===== src/rtl/pingpong_pkg.sv =====
// Shared constants and types for the ping-pong game blocks (paddle, ball, render).
package pingpong_pkg;

   localparam int unsigned SCREEN_H   = 480;
   localparam int unsigned PAT_H      = 64;
   localparam int unsigned PAT_INIT_Y = 208;
   localparam int unsigned PAT_Y_MAX  = SCREEN_H - PAT_H;

   localparam int unsigned TILT_W = 8;
   localparam int unsigned POS_W  = 10;

   typedef logic signed [TILT_W-1:0] tilt_t;

endpackage


===== src/rtl/tilt_averager.sv =====
// Four-deep tilt sample history with a combinational floor-average of the held entries.
module tilt_averager
   import pingpong_pkg::*;
(
   input  logic  clk,
   input  logic  rst_n,
   input  logic  i_clear,
   input  logic  i_sample_valid,
   input  tilt_t i_sample_data,
   output tilt_t o_avg_c
);

   localparam int unsigned DEPTH = 4;
   localparam int unsigned SUM_W = 10;
   localparam int unsigned CNT_W = 3;

   tilt_t                   r_hist [DEPTH];
   logic [CNT_W-1:0]        r_hist_cnt;
   logic signed [SUM_W-1:0] w_sum;

   // Shift in new samples (newest at index 0); clear wins over a same-cycle sample.
   always_ff @(posedge clk) begin
      if (!rst_n || i_clear) begin
         for (int i = 0; i < DEPTH; i++) r_hist[i] <= '0;
         r_hist_cnt <= '0;
      end else if (i_sample_valid) begin
         r_hist[0] <= i_sample_data;
         for (int i = 1; i < DEPTH; i++) r_hist[i] <= r_hist[i-1];
         if (r_hist_cnt != CNT_W'(DEPTH)) r_hist_cnt <= r_hist_cnt + CNT_W'(1);
      end
   end

   // Sign-extended sum of the valid entries; entries not yet filled contribute zero.
   always_comb begin
      w_sum = '0;
      for (int i = 0; i < DEPTH; i++) begin
         if (CNT_W'(i) < r_hist_cnt)
            w_sum = w_sum + {{(SUM_W-TILT_W){r_hist[i][TILT_W-1]}}, r_hist[i]};
      end
   end

   // Dropping the two LSBs of the signed sum is an arithmetic divide by 4 toward -inf.
   assign o_avg_c = w_sum[SUM_W-1:2];

endmodule


===== src/rtl/pat_datapath.sv =====
// Paddle datapath: latches averaged tilt on fetch, steps and clamps the paddle on update.
module pat_datapath
   import pingpong_pkg::*;
#(
   parameter int unsigned STEP_SHIFT = 2,
   parameter int unsigned DEADZONE   = 4
) (
   input  logic              clk,
   input  logic              rst_n,
   input  logic              initial_pat,
   input  logic              fetch,
   input  logic              update_pat,
   input  logic              halt,
   input  logic              sample_valid,
   input  logic [TILT_W-1:0] sample_data,
   output logic [POS_W-1:0]  pat_y,
   output logic [POS_W-1:0]  pat_bottom,
   output logic              moved,
   output logic [TILT_W-1:0] tilt_avg
);

   localparam int unsigned NEXT_W = POS_W + 1;
   localparam int unsigned MAG_W  = TILT_W + 1;
   localparam logic signed [NEXT_W-1:0] Y_MAX_S = NEXT_W'(PAT_Y_MAX);

   tilt_t                    w_avg;
   tilt_t                    r_tilt_avg;
   logic [POS_W-1:0]         r_pat_y;
   logic [POS_W-1:0]         r_pat_bottom;
   logic                     r_moved;
   logic signed [MAG_W-1:0]  w_avg_ext;
   logic [MAG_W-1:0]         w_mag;
   tilt_t                    w_step;
   logic signed [NEXT_W-1:0] w_next;
   logic [POS_W-1:0]         w_clamped;

   tilt_averager u_avg (
      .clk            (clk),
      .rst_n          (rst_n),
      .i_clear        (initial_pat),
      .i_sample_valid (sample_valid),
      .i_sample_data  (tilt_t'(sample_data)),
      .o_avg_c        (w_avg)
   );

   // Dead-zone test on |tilt_avg|; 9 bits so that |-128| is representable.
   always_comb begin
      w_avg_ext = {r_tilt_avg[TILT_W-1], r_tilt_avg};
      w_mag     = w_avg_ext[MAG_W-1] ? MAG_W'(-w_avg_ext) : MAG_W'(w_avg_ext);
      w_step    = (w_mag <= MAG_W'(DEADZONE)) ? tilt_t'(0) : tilt_t'(r_tilt_avg >>> STEP_SHIFT);
   end

   // Signed next position, clamped to the visible paddle range.
   always_comb begin
      w_next = $signed({1'b0, r_pat_y}) + {{(NEXT_W-TILT_W){w_step[TILT_W-1]}}, w_step};
      if (w_next < 0)
         w_clamped = '0;
      else if (w_next > Y_MAX_S)
         w_clamped = POS_W'(PAT_Y_MAX);
      else
         w_clamped = w_next[POS_W-1:0];
   end

   // Position/average registers; priority initial_pat > halt > update_pat > fetch.
   always_ff @(posedge clk) begin
      if (!rst_n || initial_pat) begin
         r_pat_y      <= POS_W'(PAT_INIT_Y);
         r_pat_bottom <= POS_W'(PAT_INIT_Y + PAT_H - 1);
         r_moved      <= 1'b0;
         r_tilt_avg   <= '0;
      end else begin
         r_moved <= 1'b0;
         if (!halt) begin
            if (update_pat) begin
               r_pat_y      <= w_clamped;
               r_pat_bottom <= w_clamped + POS_W'(PAT_H - 1);
               r_moved      <= (w_clamped != r_pat_y);
            end else if (fetch) begin
               r_tilt_avg <= w_avg;
            end
         end
      end
   end

   assign pat_y      = r_pat_y;
   assign pat_bottom = r_pat_bottom;
   assign moved      = r_moved;
   assign tilt_avg   = r_tilt_avg;

endmodule

===== config.mk =====
export PLATFORM = sky130hd
export DESIGN_NAME = pat_datapath
export DESIGN_NICKNAME = d
export VERILOG_FILES = /design/src/rtl/pingpong_pkg.sv /design/src/rtl/tilt_averager.sv /design/src/rtl/pat_datapath.sv
export SDC_FILE = /design/constraint.sdc
export NUM_CORES = 1
export LEC_CHECK = 0
export ABC_CLOCK_PERIOD_IN_PS = 10450
export BUFFER_PORTS_ARGS = -buffer_cell sky130_fd_sc_hd__buf_2
export CORE_AREA = 5 5 104 106
export CTS_BUF_LIST = sky130_fd_sc_hd__clkbuf_4 sky130_fd_sc_hd__clkbuf_8 sky130_fd_sc_hd__clkbuf_16
export CTS_CLUSTER_DIAMETER = 30
export DETAILED_ROUTE_END_ITERATION = 8
export DIE_AREA = 0 0 109 111
export PLACE_DENSITY = 0.68
export SETUP_SLACK_MARGIN = 0.15
export SYNTH_ARGS = -nofsm -noshare
export SYNTH_HDL_FRONTEND = slang
export SYNTH_SLANG_ARGS = --single-unit

===== constraint.sdc =====
create_clock -name clk -period 10.45 [get_ports clk]
set_input_delay 1.045 -clock clk [delete_from_list [all_inputs] [get_ports clk]]
set_output_delay 1.045 -clock clk [all_outputs]
set_load 0.02 [all_outputs]

==> impl_metrics.py, run 1 <==
metrics = {
    "run_status": {
        "run_status": "finished, final reports clean",
    },
    "job": {
        "cap_violations": 0,
    },
    "floorplan": {
        "die_area_mm2": 0.0121,
        "die_h_um": 111,
        "row_count": 36,
        "dieWidth_um": 109,
        "core_area_mm2": 0.00968,
        "io_pins": 44,
        "start_util_pct": 48.9,
    },
    "drt": {
        "vias": 4105,
        "vias_per_cell": 5.73,
        "drt_pre_antenna_iters": 6,
        "drc_errors": 0,
        "wl_per_cell_um": 15.8,
        "ant_nets": 0,
        "wirelength_mm": 11.3,
        "drtIter0Drc": 201,
    },
    "synthesis": {
        "synth_top_family_by_area": "simple AND/OR/NAND/NOR gates",
        "synth-compound-area-share_pct": 20.8,
        "synthCells": 542,
        "yosys.area_share.simple_pct": 21.3,
        "synthArstFlopShare_pct": 0,
        "syn-cell-area_mm2": 0.00473,
        "yosysUniqueCellTypes": 62,
        "synth_edf_count": 32,
        "synth_nets": 599,
        "yosys_warnings": 0,
        "synth-main-ff-cell": "edfxtp_1",
        "synthMuxAreaShare_pct": 2.14,
        "synth_xor_area_share_pct": 6.47,
        "yosysSeqAreaShare_pct": 33.8,
        "ys_seq_elements": 64,
        "synth_area_per_cell_um2": 8.74,
        "synth_fa_ha_area_share_pct": 11.6,
    },
    "timing": {
        "skew_ns": 0.0131,
        "holdWs_ns": 0.454,
        "tightest_slew_ns": 1.01,
        "finalHoldViolations": 0,
        "max_freq_ghz": 0.170,
        "rsz0062_at_grt": "false",
        "setup_viol": 0,
        "period_needed_ns": 5.89,
        "setup_tns_ns": 0,
        "finalMaxSlewViolations": 0,
        "timing.final.crit_share_pct": 56.4,
        "max_slew_margin_pct": 32.7,
    },
    "global_route": {
        "antenna_found_initial": 0,
        "grt.overflow.total": 0,
        "grt_max_degree": 48,
        "grt_pass1_vias": 4051,
        "grt_use_total_pct": 19.6,
        "grt_pass1_wl_mm": 19.2,
    },
    "finish": {
        "layout_commonest_cell": "nor2_1",
        "antenna_cells": 0,
        "final_net_count": 635,
        "fill_cells": 891,
        "drive_gt1_share_pct": 13.4,
        "final_cell_mix": "nor2_1 (54), a21oi_1 (44), buf_2 (43)",
        "syn2layout_area_growth_pct": 11.0,
    },
    "cts": {
        "cts.hold.buffers_added": 0,
        "postCtsSetupRepairBufs": 0,
        "clockBufferDepth": 2,
        "clkLatencyLatePin_ns": 0.35,
        "cts-root-buf": "clkbuf_8",
        "ctsHtreeMaxLevel": 3,
        "cts_resized": 0,
        "numCtsBuffers": 9,
        "clkTransAtPathRegs_ns": 0.08,
        "cts_tree": "done",
        "cts.sinks": 64,
    },
    "critical_path": {
        "path_cells": "or2_2 -> nor2_1 -> nor2b_1 -> ha_1 -> fa_1 -> a21o_1 -> a21oi_1 -> xnor2_1 -> o21ai_0 -> ha_1 -> inv_1 -> a21oi_1 -> o21ai_0 -> nand2_1 -> xor2_1 -> mux2_2 -> ha_1 -> and3_1 -> and3_1 -> or3_1 -> a21oi_1 -> xnor2_1 -> mux2i_1 -> a211oi_1",
        "cp.required_ns": 10.70,
        "slowest_stage": "dfxtp_1",
        "worstPathArrival_ns": 6.14,
        "crit_fanout": 14,
        "path_class": "register to register",
        "max_stage_delay_ns": 0.49,
        "crit_path_end_kind": "register",
        "worstSetupStartpointType": "register",
    },
    "place": {
        "port_buffers": 43,
        "hpwl_mm": 8.37,
        "gp_congestion": 0.900,
    },
    "pwr": {
        "p_leak_nw": 2.45,
        "peakVddDrop_v": 0.0000582,
        "power_density_mw_per_mm2": 110,
    },
    "hold_path": {
        "hold_path_class": "register to register",
    },
}
==> cells by family (layout without fill, tap and decap cells) <==
| family | after synthesis | in the layout |
|---|---|---|
| compound gates | 145 | 145 |
| xor+xnor | 35 | 35 |
| fa+ha+maj | 42 | 42 |
| buf+inv | 45 | 86 |
| flops | 64 | 64 |
| mux | 10 | 10 |
| simple gates | 201 | 201 |
==> sequential cells by signal, indices dropped and copies added (netlist names) <==
register,flops
u_avg.r_hist,32
u_avg.r_hist_cnt,3
moved,1
pat_y,10
tilt_avg,8
pat_bottom,10
==> worst max-delay path, delay by kind of cell (launching register included) <==
kind | cells | cell delay [ns]
compound gates | 7 | 1.40
xor+xnor | 3 | 0.36
fa+ha+maj | 4 | 1.26
buf+inv | 1 | 0.09
flops | 1 | 0.49
mux | 2 | 0.38
simple gates | 7 | 1.82
==> metrics by stage <==
stage | util, % | area (um^2) | power [mW] | std cells | worst slack, ns
4_1_cts | 54.3 | 5260 | 0.582 | 716 | 4.56
3_3_place_gp | 52.2 | 5050 | 0.353 | 700 | 4.71
2_1_floorplan | - | 4730 | 0.337 | 542 | 5.34
5_1_grt | 54.3 | 5260 | 0.605 | 716 | 4.04
3_5_place_dp | 52.2 | 5050 | 0.355 | 700 | 4.58
6_report | 54.3 | 5260 | 0.578 | 716 | 4.56
==> Yosys cell counts (all sizes together) (2+ instances only) <==
cell | n | area share, %
nor2b | 18 | 2.4
edfxtp | 32 | 20
o211ai | 6 | 1.2
o221ai | 3 | 0.56
o31ai | 9 | 1.8
fa | 3 | 1.3
o21ai | 29 | 3.1
nor3 | 14 | 1.5
nor3b | 2 | 0.32
clkbuf | 17 | 1.3
dfxtp | 32 | 14
o21a | 2 | 0.32
and2 | 3 | 0.40
and3 | 40 | 5.3
a2111o | 2 | 0.48
or4b | 2 | 0.42
nand3 | 6 | 0.63
nor4 | 3 | 0.40
nor2 | 54 | 4.3
a211oi | 10 | 1.7
buf | 5 | 0.71
a211o | 3 | 0.56
nor4b | 2 | 0.37
nand2b | 4 | 0.53
or2 | 5 | 0.66
a21oi | 44 | 4.7
a31oi | 8 | 1.1
ha | 39 | 10
o311ai | 4 | 0.90
a41oi | 2 | 0.37
o21bai | 4 | 0.63
or3 | 3 | 0.40
a2111oi | 2 | 0.37
a21o | 7 | 1.1
nand2 | 43 | 3.5
xor2 | 12 | 2.2
mux2i | 9 | 1.9
xnor2 | 23 | 4.3
inv | 23 | 1.8
==> report_power, final <==
group | total, mW | leakage, nW | switching [mW] | internal, mW
Combinational | 0.0723 | 1.71 | 0.0444 | 0.0279
Clock | 0.228 | 0.105 | 0.110 | 0.118
Sequential | 0.278 | 0.631 | 0.00660 | 0.271
==> layout make-up <==
type | instances | area (um^2) | share of cell area [%]
Multi-Input combinational cell | 433 | 2950 | 56.2
Sequential cell | 64 | 1600 | 30.5
Timing Repair Buffer | 47 | 245 | 4.67
Tap cell | 133 | 166 | 3.17
Clock buffer | 10 | 138 | 2.62
Inverter | 23 | 86.3 | 1.64
Clock inverter | 6 | 66.3 | 1.26
==> layer usage <==
metal | track usage, % | wire length [um]
met5 | 0 | 0
met4 | 5.81 | 203
met3 | 4.37 | 576
met2 | 32.3 | 5380
met1 | 25.3 | 5170
==> path summary, 6_finish.rpt <==
| check | start | cells after the start | endpoint | slack (ns) |
|---|---|---|---|---|
| hold / removal | pat_bottom[4] | 2 | pat_bottom[4] | 0.45 |
| setup reg to reg | u_avg.r_hist_cnt[2] | 24 | tilt_avg[6] | 4.56 |
| hold reg to reg | pat_bottom[4] | 2 | pat_bottom[4] | 0.45 |
| setup / recovery | u_avg.r_hist_cnt[2] | 24 | tilt_avg[6] | 4.56 |
Power figures use the tool's default switching activity.
==> run 2: changes to the inputs <==
--- a/config.mk
+++ b/config.mk
@@ -5,7 +5,7 @@
 export SDC_FILE = /design/constraint.sdc
 export NUM_CORES = 1
 export LEC_CHECK = 0
-export ABC_CLOCK_PERIOD_IN_PS = 10450
+export ABC_CLOCK_PERIOD_IN_PS = 5700
 export BUFFER_PORTS_ARGS = -buffer_cell sky130_fd_sc_hd__buf_2
 export CORE_AREA = 5 5 104 106
 export CTS_BUF_LIST = sky130_fd_sc_hd__clkbuf_4 sky130_fd_sc_hd__clkbuf_8 sky130_fd_sc_hd__clkbuf_16
==> constraint.sdc (replaced) <==
create_clock -name clk -period 5.7 [get_ports clk]
set_input_delay 0.57 -clock clk [delete_from_list [all_inputs] [get_ports clk]]
set_output_delay 0.57 -clock clk [all_outputs]
set_load 0.02 [all_outputs]
==> impl_metrics.py, run 2 (same netlist as run 1, synthesis figures left out) <==
metrics = {
    "drt": {
        "drtIter0Drc": 236,
        "ant_nets": 0,
        "wirelength_mm": 11.5,
        "drc_errors": 0,
        "vias_per_cell": 5.72,
        "vias": 4126,
        "drt_pre_antenna_iters": 4,
        "wl_per_cell_um": 15.9,
    },
    "timing": {
        "setup_tns_ns": 0,
        "timing.final.crit_share_pct": 92.8,
        "rsz0062_at_grt": "false",
        "period_needed_ns": 5.29,
        "layout_setup_ws_ns": 0.412,
        "holdWs_ns": 0.461,
        "finalMaxSlewViolations": 0,
        "finalHoldViolations": 0,
        "max_slew_margin_pct": 34.3,
        "tightest_slew_ns": 0.986,
        "setup_viol": 0,
        "skew_ns": 0.0131,
        "max_freq_ghz": 0.189,
    },
    "critical_path": {
        "path_cells": "inv_1 -> ha_1 -> or4_1 -> a211o_1 -> a211oi_4 -> nor2b_1 -> ha_1 -> fa_1 -> a211o_1 -> a2111o_1 -> o311ai_2 -> a31oi_1 -> o311a_4 -> nand2_1 -> ha_1 -> o211ai_4 -> a211oi_2 -> o21ai_1",
        "worstPathArrival_ns": 5.49,
        "max_stage_delay_ns": 0.43,
        "critPathCapture": "pat_bottom[8]",
        "cp_top_family": "compound AO/OA/AOI/OAI gates",
        "reg2regPathDepth": 18,
        "crit_fanout": 9,
        "path_class": "register to register",
        "crit_path_end_kind": "register",
        "cpMostUsedCell": "ha_1",
        "crit_cells": 18,
        "r2r-end": "pat_bottom[8]",
        "cp_num_buf_inv": 1,
        "cp.required_ns": 5.90,
        "worstSetupStartpointType": "register",
        "timing.rr.start": "tilt_avg[0]",
        "critPathLaunch": "tilt_avg[0]",
        "r2r_slack_ns": 0.41,
        "slowest_stage": "fa_1",
    },
    "pwr": {
        "peakVddDrop_v": 0.000121,
        "switching_share_pct": 25.8,
        "internal_power_mw": 0.793,
        "combPwrFrac_pct": 12.9,
        "finalPower_mw": 1.07,
        "power_density_mw_per_mm2": 199,
        "power.share.clock_pct": 39.4,
        "netSwitchingPower_mw": 0.275,
        "p_seq_share_pct": 47.7,
        "p_leak_nw": 2.49,
    },
    "global_route": {
        "grt_pass1_vias": 4034,
        "grt.overflow.total": 0,
        "grt_use_total_pct": 19.1,
        "grt_pass1_wl_mm": 18.8,
        "grt_max_degree": 48,
        "antenna_found_initial": 0,
    },
    "finish": {
        "postLayoutCoreUtil_pct": 55.3,
        "syn2layout_area_growth_pct": 13.2,
        "antenna_cells": 0,
        "drive_gt1_share_pct": 15.8,
        "largest_reg_flops": 32,
        "final_cell_mix": "nor2_1 (53), buf_2 (43), a21oi_1 (42), nand2_1 (42), and3_1 (40)",
        "finalNonFillerCells": 721,
        "postLayoutCellArea_mm2": 0.00536,
        "largest-register": "u_avg.r_hist",
        "layout_commonest_cell": "nor2_1",
        "final_net_count": 640,
    },
    "place": {
        "gp_congestion": 0.892,
        "hpwl_mm": 8.33,
        "dpl_cell_area_mm2": 0.00509,
        "placedCellCount": 705,
        "port_buffers": 43,
        "post-place-ws_ns": 0.0154,
    },
    "floorplan": {
        "core_area_mm2": 0.00968,
        "row_count": 36,
        "io_pins": 44,
        "dieWidth_um": 109,
        "start_util_pct": 48.9,
        "die_h_um": 111,
        "die_area_mm2": 0.0121,
    },
    "cts": {
        "ctsHtreeMaxLevel": 3,
        "numCtsBuffers": 9,
        "clkTransAtPathRegs_ns": 0.07,
        "cts_tree": "done",
        "cts.sinks": 64,
        "clkLatencyLatePin_ns": 0.34,
        "postCtsSetupRepairBufs": 0,
        "cts-root-buf": "clkbuf_8",
        "clockBufferDepth": 2,
    },
    "hold_path": {
        "hold_path_class": "register to register",
    },
    "run_status": {
        "run_status": "finished, final reports clean",
    },
    "job": {
        "cap_violations": 0,
    },
}
==> run 2: worst min-delay path: cells and delay by family (launching register included) <==
kind,cells,cell delay [ns]
and+or+nand+nor,1,0.05
DFF,1,0.31
AOI/OAI and AO/OA,1,0.05
==> run 2: cell type report <==
type                    instances  area, um^2
fillers                       882        4330
repair buffers                 52         283
clock inverters                 3        38.8
clock buffers                  13         171
well taps                     133         166
flip-flops and latches         64        1600
multi-input cells             433        3010
inverters                      23        86.3
==> run 2: power by group through the flow <==
stage / logic (mW) / registers [mW] / clock network, mW
3_3_place_gp: 0.129 / 0.519 / 0
4_1_cts: 0.134 / 0.509 / 0.430
6_report: 0.138 / 0.509 / 0.421
3_5_place_dp: 0.133 / 0.520 / 0
5_1_grt: 0.153 / 0.511 / 0.452
2_1_floorplan: 0.0973 / 0.520 / 0
==> run 2: worst min path at each step <==
| stage | to | cells after the start | slack (ns) | start |
|---|---|---|---|---|
| 2_1_floorplan | pat_bottom[5] | 2 | 0.53 | pat_bottom[5] |
| 6_report | pat_bottom[4] | 2 | 0.46 | pat_bottom[4] |
| 3_5_place_dp | pat_bottom[4] | 2 | 0.45 | pat_bottom[4] |
| 5_1_grt | pat_bottom[5] | 2 | 0.48 | pat_bottom[5] |
| 3_3_place_gp | pat_bottom[5] | 2 | 0.44 | pat_bottom[5] |
| 4_1_cts | pat_bottom[4] | 2 | 0.46 | pat_bottom[4] |
==> run 2: layer usage <==
layer,track usage (%),share of wire [%]
met4,6.23,1.0
met3,3.73,4.4
met1,24.2,46
met5,0,0
met2,32.1,49
==> run 2: repair_timing <==
item	4_1_cts	5_1_grt
hold endpoints to repair	0	0
pin swaps	0	0
setup endpoints to repair	3	6
resized for setup	1	13
hold buffers	0	0
==> run 3: changes to the inputs <==
--- a/config.mk
+++ b/config.mk
@@ -12,7 +12,7 @@
 export CTS_CLUSTER_DIAMETER = 30
 export DETAILED_ROUTE_END_ITERATION = 8
 export DIE_AREA = 0 0 109 111
-export PLACE_DENSITY = 0.68
+export PLACE_DENSITY = 0.78
 export SETUP_SLACK_MARGIN = 0.15
 export SYNTH_ARGS = -nofsm -noshare
 export SYNTH_HDL_FRONTEND = slang
==> impl_metrics.py, run 3 (same netlist as run 1, synthesis figures left out) <==
metrics = {
    "run_status": {
        "run_status": "finished, final reports clean",
    },
    "drt": {
        "wirelength_mm": 11.3,
        "vias_per_cell": 5.68,
        "wl_per_cell_um": 15.6,
        "met1_length_mm": 5.15,
        "drtIter0Drc": 187,
        "ant_nets": 0,
        "vias": 4097,
        "drc_errors": 0,
        "maxUsedRoutingLayer": "met4",
        "wl_met3_um": 571,
        "drt_pre_antenna_iters": 4,
        "met2_length_mm": 5.43,
    },
    "pwr": {
        "internal_power_mw": 0.710,
        "netSwitchingPower_mw": 0.281,
        "power_density_mw_per_mm2": 187,
        "p_leak_nw": 2.46,
        "switching_share_pct": 28.4,
        "power.share.clock_pct": 34.9,
        "p_seq_share_pct": 51.3,
        "combPwrFrac_pct": 13.7,
        "peakVddDrop_v": 0.000153,
    },
    "finish": {
        "antenna_cells": 0,
        "largest-register": "u_avg.r_hist",
        "layout_commonest_cell": "nor2_1",
        "drive_gt1_share_pct": 15.1,
        "final_net_count": 640,
        "seq_area_mm2": 0.00160,
        "postLayoutCellArea_mm2": 0.00529,
        "final_cell_mix": "nor2_1 (53), a21oi_1 (43), buf_2 (43)",
        "fill_cells": 892,
        "multi_input_comb_area_mm2": 0.00299,
        "largest_reg_flops": 32,
        "syn2layout_area_growth_pct": 11.8,
    },
    "floorplan": {
        "row_count": 36,
        "core_area_mm2": 0.00968,
        "die_area_mm2": 0.0121,
        "die_h_um": 111,
        "dieWidth_um": 109,
        "io_pins": 44,
        "start_util_pct": 48.9,
    },
    "global_route": {
        "grt_max_degree": 48,
        "grt_use_total_pct": 19.0,
        "grt_pass1_vias": 4009,
        "grt_pass1_wl_mm": 18.8,
        "antenna_found_initial": 0,
        "grt.overflow.total": 0,
    },
    "timing": {
        "rsz0062_at_grt": "true",
        "finalMaxSlewViolations": 0,
        "max_freq_ghz": 0.189,
        "skew_ns": 0.00925,
        "layout_setup_ws_ns": 0.416,
        "timing.final.crit_share_pct": 92.7,
        "max_slew_margin_pct": 38.2,
        "setup_viol": 0,
        "tightest_slew_ns": 0.928,
        "setup_tns_ns": 0,
        "finalHoldViolations": 0,
        "period_needed_ns": 5.28,
    },
    "hold_path": {
        "hold_end": "pat_bottom[5]",
        "hold_path_class": "register to register",
        "min_from": "pat_bottom[5]",
        "min_path_cells": 2,
    },
    "cts": {
        "clockBufferDepth": 2,
        "clkTransAtPathRegs_ns": 0.07,
        "cts.sinks": 64,
        "ctsHtreeMaxLevel": 3,
        "postCtsSetupRepairBufs": 0,
        "cts.hold.buffers_added": 0,
        "clkLatencyLatePin_ns": 0.35,
        "cts-root-buf": "clkbuf_8",
        "cts_tree": "done",
        "numCtsBuffers": 9,
    },
    "critical_path": {
        "r2r-end": "pat_bottom[4]",
        "worstPathArrival_ns": 5.47,
        "crit_path_end_kind": "register",
        "path_class": "register to register",
        "timing.rr.start": "tilt_avg[0]",
        "crit_fanout": 9,
        "worstSetupStartpointType": "register",
        "r2r_slack_ns": 0.42,
        "reg2regPathDepth": 18,
        "cp.required_ns": 5.89,
    },
    "place": {
        "hpwl_mm": 8.41,
        "gp_congestion": 0.891,
        "dpl_cell_area_mm2": 0.00509,
        "post-place-ws_ns": 0.190,
        "port_buffers": 43,
    },
    "job": {
        "cap_violations": 0,
    },
}
[run 3: cell types whose count changed in the layout (fill, tap and decap cells not counted), sizes merged]
cell,change
clkinvlp,+2
clkinv,+2
bufinv,-1
clkbuf,-3
[run 3: through the flow]
stage	hold slack [ns]	utilization, %	power, mW	instances
floorplan	0.530	-	0.617	542
global placement	0.442	52.5	0.647	705
detailed placement	0.444	52.5	0.651	705
CTS	0.454	54.3	0.994	721
global route	0.478	54.7	1.04	721
finish	0.450	54.7	0.992	721
[run 3: what timing repair did]
action / in CTS / in global routing
endpoints found under the setup margin: 2 / 8
resized for setup: 1 / 13
pin swaps: 0 / 0
[run 3: routing by layer]
layer  vias up  global-route usage, %
li1       2064                      -
met1      1917                   24.0
met2       104                   32.5
met3        12                   3.84
met4         0                   4.80
met5         -                      0
[run 3: power by group through the flow]
stage                     Combinational [mW]  Sequential [mW]  Clock (mW)
after CTS                              0.133            0.509       0.352
after global routing                   0.152            0.511       0.375
after global placement                 0.128            0.519           0
after floorplan                       0.0973            0.520           0
final                                  0.136            0.509       0.346
after detailed placement               0.132            0.519           0
[run 3: critical path: stages, from the launching register on]
cell      delay (ns)
dfxtp_1         0.42
inv_1           0.07
ha_1            0.23
or4_1           0.47
a211o_1         0.39
a211oi_4        0.37
nor2b_1         0.09
ha_1            0.23
fa_1            0.43
a211o_1         0.36
a2111o_1        0.39
o311ai_2        0.19
a31oi_1         0.14
o311a_2         0.47
nand2_1         0.13
ha_1            0.28
o221ai_1        0.17
o211ai_1        0.20
a21oi_1         0.09
[run 3: final cells by class]
| type | instances | area share (%) |
|---|---|---|
| clock buffer | 10 | 2.48 |
| inverter | 23 | 1.63 |
| timing repair buffer | 52 | 5.34 |
| clock inverter | 6 | 0.686 |
| sequential | 64 | 30.3 |
| tap | 133 | 3.14 |
| multi-input combinational | 433 | 56.5 |
[run 3: worst max path at each step]
stage	to	cells past startpoint	from
2_1_floorplan	tilt_avg[6]	25	u_avg.r_hist_cnt[1]
3_5_place_dp	pat_bottom[4]	18	tilt_avg[0]
4_1_cts	pat_bottom[4]	18	tilt_avg[0]
6_report	pat_bottom[4]	18	tilt_avg[0]
3_3_place_gp	pat_bottom[4]	18	tilt_avg[0]
5_1_grt	tilt_avg[7]	26	u_avg.r_hist_cnt[1]
